===== config.mk =====
export PLATFORM = sky130hd
export DESIGN_NAME = mult_seq_16b
export DESIGN_NICKNAME = d
export VERILOG_FILES = /design/src/rtl/mult_seq_16b.sv
export SDC_FILE = /design/constraint.sdc
export NUM_CORES = 1
export LEC_CHECK = 0
export CORE_UTILIZATION = 60
export CTS_BUF_LIST = sky130_fd_sc_hd__clkbuf_8 sky130_fd_sc_hd__clkbuf_16
export CTS_CLUSTER_SIZE = 8
export DETAILED_ROUTE_END_ITERATION = 12
export PLACE_DENSITY_LB_ADDON = 0.12
export SYNTH_ARGS = -nofsm -noshare
export SYNTH_HDL_FRONTEND = slang
export SYNTH_SLANG_ARGS = --single-unit

===== constraint.sdc =====
create_clock -name clk -period 25.7 [get_ports clk]
set_input_delay 5.14 -clock clk [delete_from_list [all_inputs] [get_ports clk]]
set_output_delay 5.14 -clock clk [all_outputs]
set_load 0.02 [all_outputs]

===== src/rtl/mult_seq_16b.sv =====
// mult_seq_16b -- sequential 16x16 shift-and-add multiplier, 32-bit product.
//
// Ports:
//   clk      rising-edge clock
//   rst      synchronous reset, active-high
//   start    request; accepted in IDLE (and in DONE, for back-to-back issue)
//   sgn      1 = signed two's-complement operands, 0 = unsigned
//   a, b     16-bit multiplicand / multiplier, latched with start
//   busy     high whenever the state is not IDLE
//   done     single-cycle pulse while the new product is valid
//   product  32-bit result register, changes only on the FIX edge
//   hi, lo   product[31:16] / product[15:0]
//
// All 32-bit arithmetic goes through a single ripple-carry Adder_32b whose
// operands are muxed between accumulate (RUN) and negate (FIX).

module Adder_32b (
  input  logic [31:0] x,
  input  logic [31:0] y,
  input  logic        Cin,
  output logic [31:0] Sum,
  output logic        Cout
);

  logic [32:0] c;

  always_comb begin
    c    = '0;
    Sum  = '0;
    c[0] = Cin;
    for (int unsigned i = 0; i < 32; i++) begin
      Sum[i]   = x[i] ^ y[i] ^ c[i];
      c[i + 1] = (x[i] & y[i]) | (c[i] & (x[i] ^ y[i]));
    end
    Cout = c[32];
  end

endmodule

module mult_seq_16b (
  input  logic        clk,
  input  logic        rst,
  input  logic        start,
  input  logic        sgn,
  input  logic [15:0] a,
  input  logic [15:0] b,
  output logic        busy,
  output logic        done,
  output logic [31:0] product,
  output logic [15:0] hi,
  output logic [15:0] lo
);

  typedef enum logic [1:0] {
    IDLE = 2'd0,
    RUN  = 2'd1,
    FIX  = 2'd2,
    DONE = 2'd3
  } state_t;

  state_t      state, state_nx;
  logic [31:0] acc;
  logic [15:0] mcand;
  logic [15:0] mplr;
  logic [4:0]  cnt;
  logic        neg;
  logic [31:0] product_r;

  logic [31:0] add_x, add_y, add_sum;
  logic        add_cin;
  logic        adder_cout_unused;
  logic [31:0] mcand_sh;

  logic [15:0] a_mag, b_mag;
  logic        load;

  // Magnitudes for signed mode; 0x8000 maps onto itself, which is the
  // correct unsigned magnitude 32768.
  assign a_mag = (sgn && a[15]) ? (~a + 16'd1) : a;
  assign b_mag = (sgn && b[15]) ? (~b + 16'd1) : b;

  // DONE accepts a new start so the next operation can be sampled on the
  // edge that leaves DONE (18-cycle throughput).
  assign load = start && ((state == IDLE) || (state == DONE));

  assign mcand_sh = {16'b0, mcand} << cnt;

  always_comb begin
    add_x   = acc;
    add_y   = mcand_sh;
    add_cin = 1'b0;
    if (state == FIX) begin
      add_x   = ~acc;
      add_y   = '0;
      add_cin = 1'b1;
    end
  end

  Adder_32b u_adder (
    .x    (add_x),
    .y    (add_y),
    .Cin  (add_cin),
    .Sum  (add_sum),
    .Cout (adder_cout_unused)
  );

  always_comb begin
    state_nx = state;
    case (state)
      IDLE:    if (start) state_nx = RUN;
      RUN:     if (cnt == 5'd15) state_nx = FIX;
      FIX:     state_nx = DONE;
      DONE:    state_nx = start ? RUN : IDLE;
      default: state_nx = IDLE;
    endcase
  end

  always_ff @(posedge clk) begin
    if (rst) begin
      state     <= IDLE;
      acc       <= '0;
      mcand     <= '0;
      mplr      <= '0;
      cnt       <= '0;
      neg       <= 1'b0;
      product_r <= '0;
    end else begin
      state <= state_nx;
      if (load) begin
        mcand <= a_mag;
        mplr  <= b_mag;
        neg   <= sgn & (a[15] ^ b[15]);
        acc   <= '0;
        cnt   <= '0;
      end else if (state == RUN) begin
        if (mplr[0]) acc <= add_sum;
        mplr <= mplr >> 1;
        cnt  <= cnt + 5'd1;
      end else if (state == FIX) begin
        product_r <= neg ? add_sum : acc;
      end
    end
  end

  assign busy    = (state != IDLE);
  assign done    = (state == DONE);
  assign product = product_r;
  assign hi      = product_r[31:16];
  assign lo      = product_r[15:0];

endmodule

==> reports/results.txt, run 1 <==
outcome = complete, but fails checks
failing checks = design-rule violations
worst min-delay path category = register to register
Die Y-Extent = 112 um
DRT antenna net count = 0
library cell occupying the most area in the post-synthesis netlist = sky130_fd_sc_hd__dfxtp_1
share of the synthesized area in the top cell type = 0.288
synth cell count leaders = 105 x sky130_fd_sc_hd__nor2_1, 104 x sky130_fd_sc_hd__dfxtp_1, 95 x sky130_fd_sc_hd__nand2_1
period utilisation layout = 0.557
via/cell ratio = 5.96
Hold Path Stages = 2
Slew Limit Headroom = 0.240
cell type with the highest occurrence count on the critical path = sky130_fd_sc_hd__fa_1
global-route wire length before repair = 27900 um
Layout Nets = 937
instance area at placement = 7980 sq um
DR DRC count = 9
CTS max path bufs = 2
H-Tree Level Count = 3
Setup Crit Path Kind = register to register
final critical-path required period = 14.31 ns
Inst Count DP = 994
EDFF count, synth = 0
Hold Violations, Final = 0
Finished Layout Cells = 1009
post-layout worst setup margin = 11.39 ns
maximum vdd drop = 0.0000587 V
first drt pass iteration count = 10
initial cell density of the core = 0.625
Arrival @ worst endpoint = 14.58 ns
Critical Path Max Stage Delay = 0.67 ns
Syn Std Cell Area = 7230 sq um
Hold Worst Slack = 0.487 ns
grt peak-use layer = met2
Synth async-reset ratio = 0
number of buffers inserted by port buffering = 101
Post-CTS Repair Setup Buffers = 0
area of the placeable core = 11600 sq um
global-route met1 utilization = 0.345
pin count of the biggest net entering global routing = 69
power per cell area = 101 nW/um^2
clock buffer count from CTS = 9
Final Max Slew Viols = 0
vias in the first global route = 5749
clock-pin transition on the worst setup and hold timing paths = 0.07 ns
gp weighted congestion = 0.892
width of the die = 112 um
sequential-to-total area share from yosys stat = 0.288
area of the die = 12500 sq um
DP Worst Slack = 11.61 ns
Congestion Overflow GR = 0
synth unique cells = 65
crit path max fanout = 68
GR met2 Demand/Resource = 0.487
number of flip-flops and latches in the synthesized netlist = 104
count of pins on the block boundary = 102
post-route design area = 8260 sq um
slowest cell on the critical path = sky130_fd_sc_hd__ha_4
# hold bufs at CTS = 0
layout cells sized above 1 = 0.0635
# diodes = 0
Final Skew = 0.00645 ns
leakage power = 3.03 nW
number of cell instances on the worst register-to-register path = 41
setup repair after global routing missed its margin = false
Total Negative Setup Slacks = 0 ns
Area contributors post-synth = sky130_fd_sc_hd__dfxtp_1 29%, sky130_fd_sc_hd__fa_1 8.3%, sky130_fd_sc_hd__mux2i_1 7.8%
clock tree from TritonCTS = built
routed wirelength normalized by instance count = 16.6 um
count leader, synth = sky130_fd_sc_hd__nor2_1
worst-margin pin slew = 1.14 ns
max-capacitance violation count = 0
final count of negative-setup-slack endpoints = 0
Clock Tree Root = sky130_fd_sc_hd__clkbuf_16
number of synthesis warnings = 0
launching element type of the critical path = register
cells resized by post-CTS repair = 0
area added between synthesis and finish = 14.2%
net count after synthesis = 910
worst-skew pair later-pin latency = 0.35 ns
Mapped Avg Cell Area = 8.66 sq um
sink count of the clock tree = 104
initial antenna violation count = 0
worst endpoint required time = 25.97 ns
met3 Resource Use GR = 0.0381
routed wire length = 16700 um
final core utilization = 0.714
Detail Placement HPWL = 11900 um
prevailing post-synth register cell = sky130_fd_sc_hd__dfxtp_1
total power of the final layout = 0.832 mW
total number of vias = 6011
cell count after synthesis = 835
endpoint kind of the worst setup timing path = register
aggregate global-route resource usage = 0.276
number of placement rows = 39
fmax = 0.0699 GHz
number of DRC markers after the initial detailed-route iteration = 447
## layout make-up
cell class	instances	area (sq um)
inverters	18	67.6
flip-flops and latches	104	2080
clock inverters	4	21.3
repair buffers	111	1080
multi-input cells	618	4570
clock buffers	11	253
fillers	892	3310
well taps	143	179
## cells by family after synthesis
logic type,Yosys count,synth area share
AOI/OAI and AO/OA,182,0.170
xor gates and xnor gates,61,0.0739
adders and majority gates,39,0.0987
buffers and inverters,113,0.0817
DFF,104,0.288
muxes,77,0.129
and+or+nand+nor,259,0.159
## worst paths after layout
kind | start | to | slack (ns)
min | acc[18]$_SDFFE_PP0P_ | acc[18]$_SDFFE_PP0P_ | 0.49
min reg2reg | acc[18]$_SDFFE_PP0P_ | acc[18]$_SDFFE_PP0P_ | 0.49
max | state[0]$_SDFFE_PP0P_ | acc[31]$_SDFFE_PP0P_ | 11.39
max reg2reg | state[0]$_SDFFE_PP0P_ | acc[31]$_SDFFE_PP0P_ | 11.39
## worst max-delay path: cells and delay by family, from the launching register on
family	cells	cell delay, ns
multiplexers	2	0.38
AND/OR/NAND/NOR	4	0.69
flip-flops	1	0.33
buffers and inverters	2	0.26
XOR/XNOR	1	0.28
AO/OA/AOI/OAI	1	0.20
adder cells (fa/ha/maj)	31	12.03
## state kept, by name (all words and copies together), names as in the netlist
signal   count
acc         32
cnt          5
mcand       16
mplr        16
neg          1
product     32
state        2
## power by group
part	switching, mW	internal, mW	total, mW
Sequential	0.0353	0.203	0.238
Combinational	0.268	0.197	0.465
Clock	0.0600	0.0698	0.130
## metal layers
metal / vias to the layer above / routed length [um] / part of all wire
met2: 180 / 8440 / 0.51
li1: 2947 / - / -
met5: - / 0 / 0
met4: 0 / 259 / 0.016
met3: 19 / 647 / 0.039
met1: 2865 / 7360 / 0.44
## cells in the final DEF (no fill, tap or decap), types with 5 or more instances in the layout
cell                                n
sky130_fd_sc_hd__nor2_1           105
sky130_fd_sc_hd__dfxtp_1          103
sky130_fd_sc_hd__clkdlybuf4s50_1  100
sky130_fd_sc_hd__nand2_1           95
sky130_fd_sc_hd__a21oi_1           64
sky130_fd_sc_hd__a211oi_1          60
sky130_fd_sc_hd__mux2i_1           56
sky130_fd_sc_hd__xor2_1            37
sky130_fd_sc_hd__fa_1              30
sky130_fd_sc_hd__xnor2_1           24
sky130_fd_sc_hd__inv_1             16
sky130_fd_sc_hd__nor3_1            13
sky130_fd_sc_hd__nor2b_1           13
sky130_fd_sc_hd__buf_4             10
sky130_fd_sc_hd__mux2_2             9
sky130_fd_sc_hd__a31oi_1            9
sky130_fd_sc_hd__clkbuf_16          9
sky130_fd_sc_hd__mux4_2             8
sky130_fd_sc_hd__ha_1               8
sky130_fd_sc_hd__o21ai_0            7
sky130_fd_sc_hd__a221oi_1           7
sky130_fd_sc_hd__or3_1              5
Note: power is estimated with default switching activity, not from simulation.
==> run 2: changes to the inputs <==
--- a/config.mk
+++ b/config.mk
@@ -5,7 +5,7 @@
 export SDC_FILE = /design/constraint.sdc
 export NUM_CORES = 1
 export LEC_CHECK = 0
-export CORE_UTILIZATION = 60
+export CORE_UTILIZATION = 56
 export CTS_BUF_LIST = sky130_fd_sc_hd__clkbuf_8 sky130_fd_sc_hd__clkbuf_16
 export CTS_CLUSTER_SIZE = 8
 export DETAILED_ROUTE_END_ITERATION = 12
==> constraint.sdc (replaced) <==
create_clock -name clk -period 14.9 [get_ports clk]
set_input_delay 2.98 -clock clk [delete_from_list [all_inputs] [get_ports clk]]
set_output_delay 2.98 -clock clk [all_outputs]
set_load 0.02 [all_outputs]
==> reports/results.txt, run 2 (synthesis gave the netlist of run 1 again) <==
routed wire length = 16700 um
Hold Violations, Final = 0
most common cell after layout, fill and taps aside = sky130_fd_sc_hd__nor2_1
slowest cell on the critical path = sky130_fd_sc_hd__fa_1
Slew Limit Headroom = 0.263
first drt pass iteration count = 5
# diodes = 0
Post-CTS Repair Setup Buffers = 0
Filler cells = 1074
cell type with the highest occurrence count on the critical path = sky130_fd_sc_hd__fa_1
Final Max Slew Viols = 0
clock tree from TritonCTS = built
launching instance or port of the critical path = state[0]$_SDFFE_PP0P_
clock-pin transition on the worst setup and hold timing paths = 0.07 ns
aggregate global-route resource usage = 0.261
# hold bufs at CTS = 0
power per cell area = 172 nW/um^2
period utilisation layout = 0.913
worst-margin pin slew = 1.10 ns
sink count of the clock tree = 104
Hold Worst Slack = 0.484 ns
initial antenna violation count = 0
DRT antenna net count = 0
worst endpoint required time = 15.15 ns
number of placement rows = 41
crit path max fanout = 12
DR DRC count = 0
CP Capture Point = acc[31]$_SDFFE_PP0P_
leakage power = 3.04 nW
max-capacitance violation count = 0
total number of vias = 5895
sequential cell area = 2080 sq um
gp weighted congestion = 0.885
number of DRC markers after the initial detailed-route iteration = 357
area of the die = 13400 sq um
endpoint kind of the worst setup timing path = register
Total Negative Setup Slacks = 0 ns
area added between synthesis and finish = 15.0%
combined area of the multi-input logic cells = 4570 sq um
R2R setup slack = 1.30 ns
layout cells sized above 1 = 0.0667
commonest cells after routing, fill and taps aside = 105 x sky130_fd_sc_hd__nor2_1, 103 x sky130_fd_sc_hd__dfxtp_1, 100 x sky130_fd_sc_hd__clkdlybuf4s50_1
via/cell ratio = 5.66
Reg2Reg Launch Point = state[0]$_SDFFE_PP0P_
cells resized by post-CTS repair = 0
final core utilization = 0.659
final count of negative-setup-slack endpoints = 0
Layout Nets = 939
routed wirelength normalized by instance count = 16.0 um
clock buffer count from CTS = 9
Hold Path Stages = 2
H-Tree Level Count = 3
worst-skew pair later-pin latency = 0.35 ns
maximum vdd drop = 0.0000741 V
Clock Tree Root = sky130_fd_sc_hd__clkbuf_16
Setup Crit Path Kind = register to register
number of cell instances on the worst register-to-register path = 41
worst min-delay path category = register to register
Critical R2R Capture = acc[31]$_SDFFE_PP0P_
number of buffers inserted by port buffering = 101
outcome = finished, final reports clean
Arrival @ worst endpoint = 13.85 ns
area of the placeable core = 12600 sq um
setup repair after global routing missed its margin = false
fmax = 0.0735 GHz
Congestion Overflow GR = 0
launching element type of the critical path = register
count of pins on the block boundary = 102
vias in the first global route = 5569
global-route wire length before repair = 27400 um
Critical Path Max Stage Delay = 0.41 ns
pin count of the biggest net entering global routing = 71
Die Y-Extent = 116 um
Detail Placement HPWL = 12100 um
final critical-path required period = 13.60 ns
initial cell density of the core = 0.573
width of the die = 116 um
Final Skew = 0.0103 ns
CTS max path bufs = 2
==> run 2: report_power, final <==
group | switching, mW | internal, mW
registers | 0.0613 | 0.349
logic | 0.458 | 0.339
clock network | 0.105 | 0.117
==> run 2: area by class of cell <==
cell class              count  area share
clock buffers              10      0.0287
clock inverters             6     0.00452
inverters                  18     0.00813
multi-input cells         618       0.550
flip-flops and latches    104       0.251
well taps                 172      0.0259
repair buffers            113       0.132
==> run 2: worst min-delay path by stage <==
stage                          startpoint  slack (ns)                    end
CTS                 mplr[10]$_SDFFE_PP0P_        0.48   mplr[9]$_SDFFE_PP0P_
global placement    mplr[13]$_SDFFE_PP0P_        0.46  mplr[12]$_SDFFE_PP0P_
finish               acc[14]$_SDFFE_PP0P_        0.48   acc[14]$_SDFFE_PP0P_
floorplan           mplr[13]$_SDFFE_PP0P_        0.45  mplr[12]$_SDFFE_PP0P_
detailed placement    acc[7]$_SDFFE_PP0P_        0.47    acc[7]$_SDFFE_PP0P_
global route        mplr[10]$_SDFFE_PP0P_        0.50   mplr[9]$_SDFFE_PP0P_
==> run 2: critical path, delay by kind of cell, from the launching register on <==
family | cells | cell delay (ns)
fa+ha+maj | 31 | 11.51
simple gates | 4 | 0.55
mux | 2 | 0.40
flops | 1 | 0.35
xor+xnor | 1 | 0.28
buf+inv | 2 | 0.25
compound gates | 1 | 0.17
==> run 2: per-layer routing <==
layer  up-vias  wire length [um]  global-route usage  part of all wire
met5         -                 0                   0                 0
met4         0               297              0.0803             0.018
met3        19               667              0.0371             0.040
met2       165              8310               0.459              0.50
met1      2751              7420               0.333              0.44
li1       2960                 -                   -                 -
==> run 2: metrics by stage <==
step           area (sq um)  setup slack, ns  total power [mW]  cells
6_report               8310             1.30              1.43   1041
5_1_grt                8310            0.684              1.54   1041
4_1_cts                8310             1.34              1.44   1041
3_5_place_dp           8040             1.40              1.22   1025
3_3_place_gp           8040             1.64              1.19   1025
2_1_floorplan          7230             1.91             0.996    835
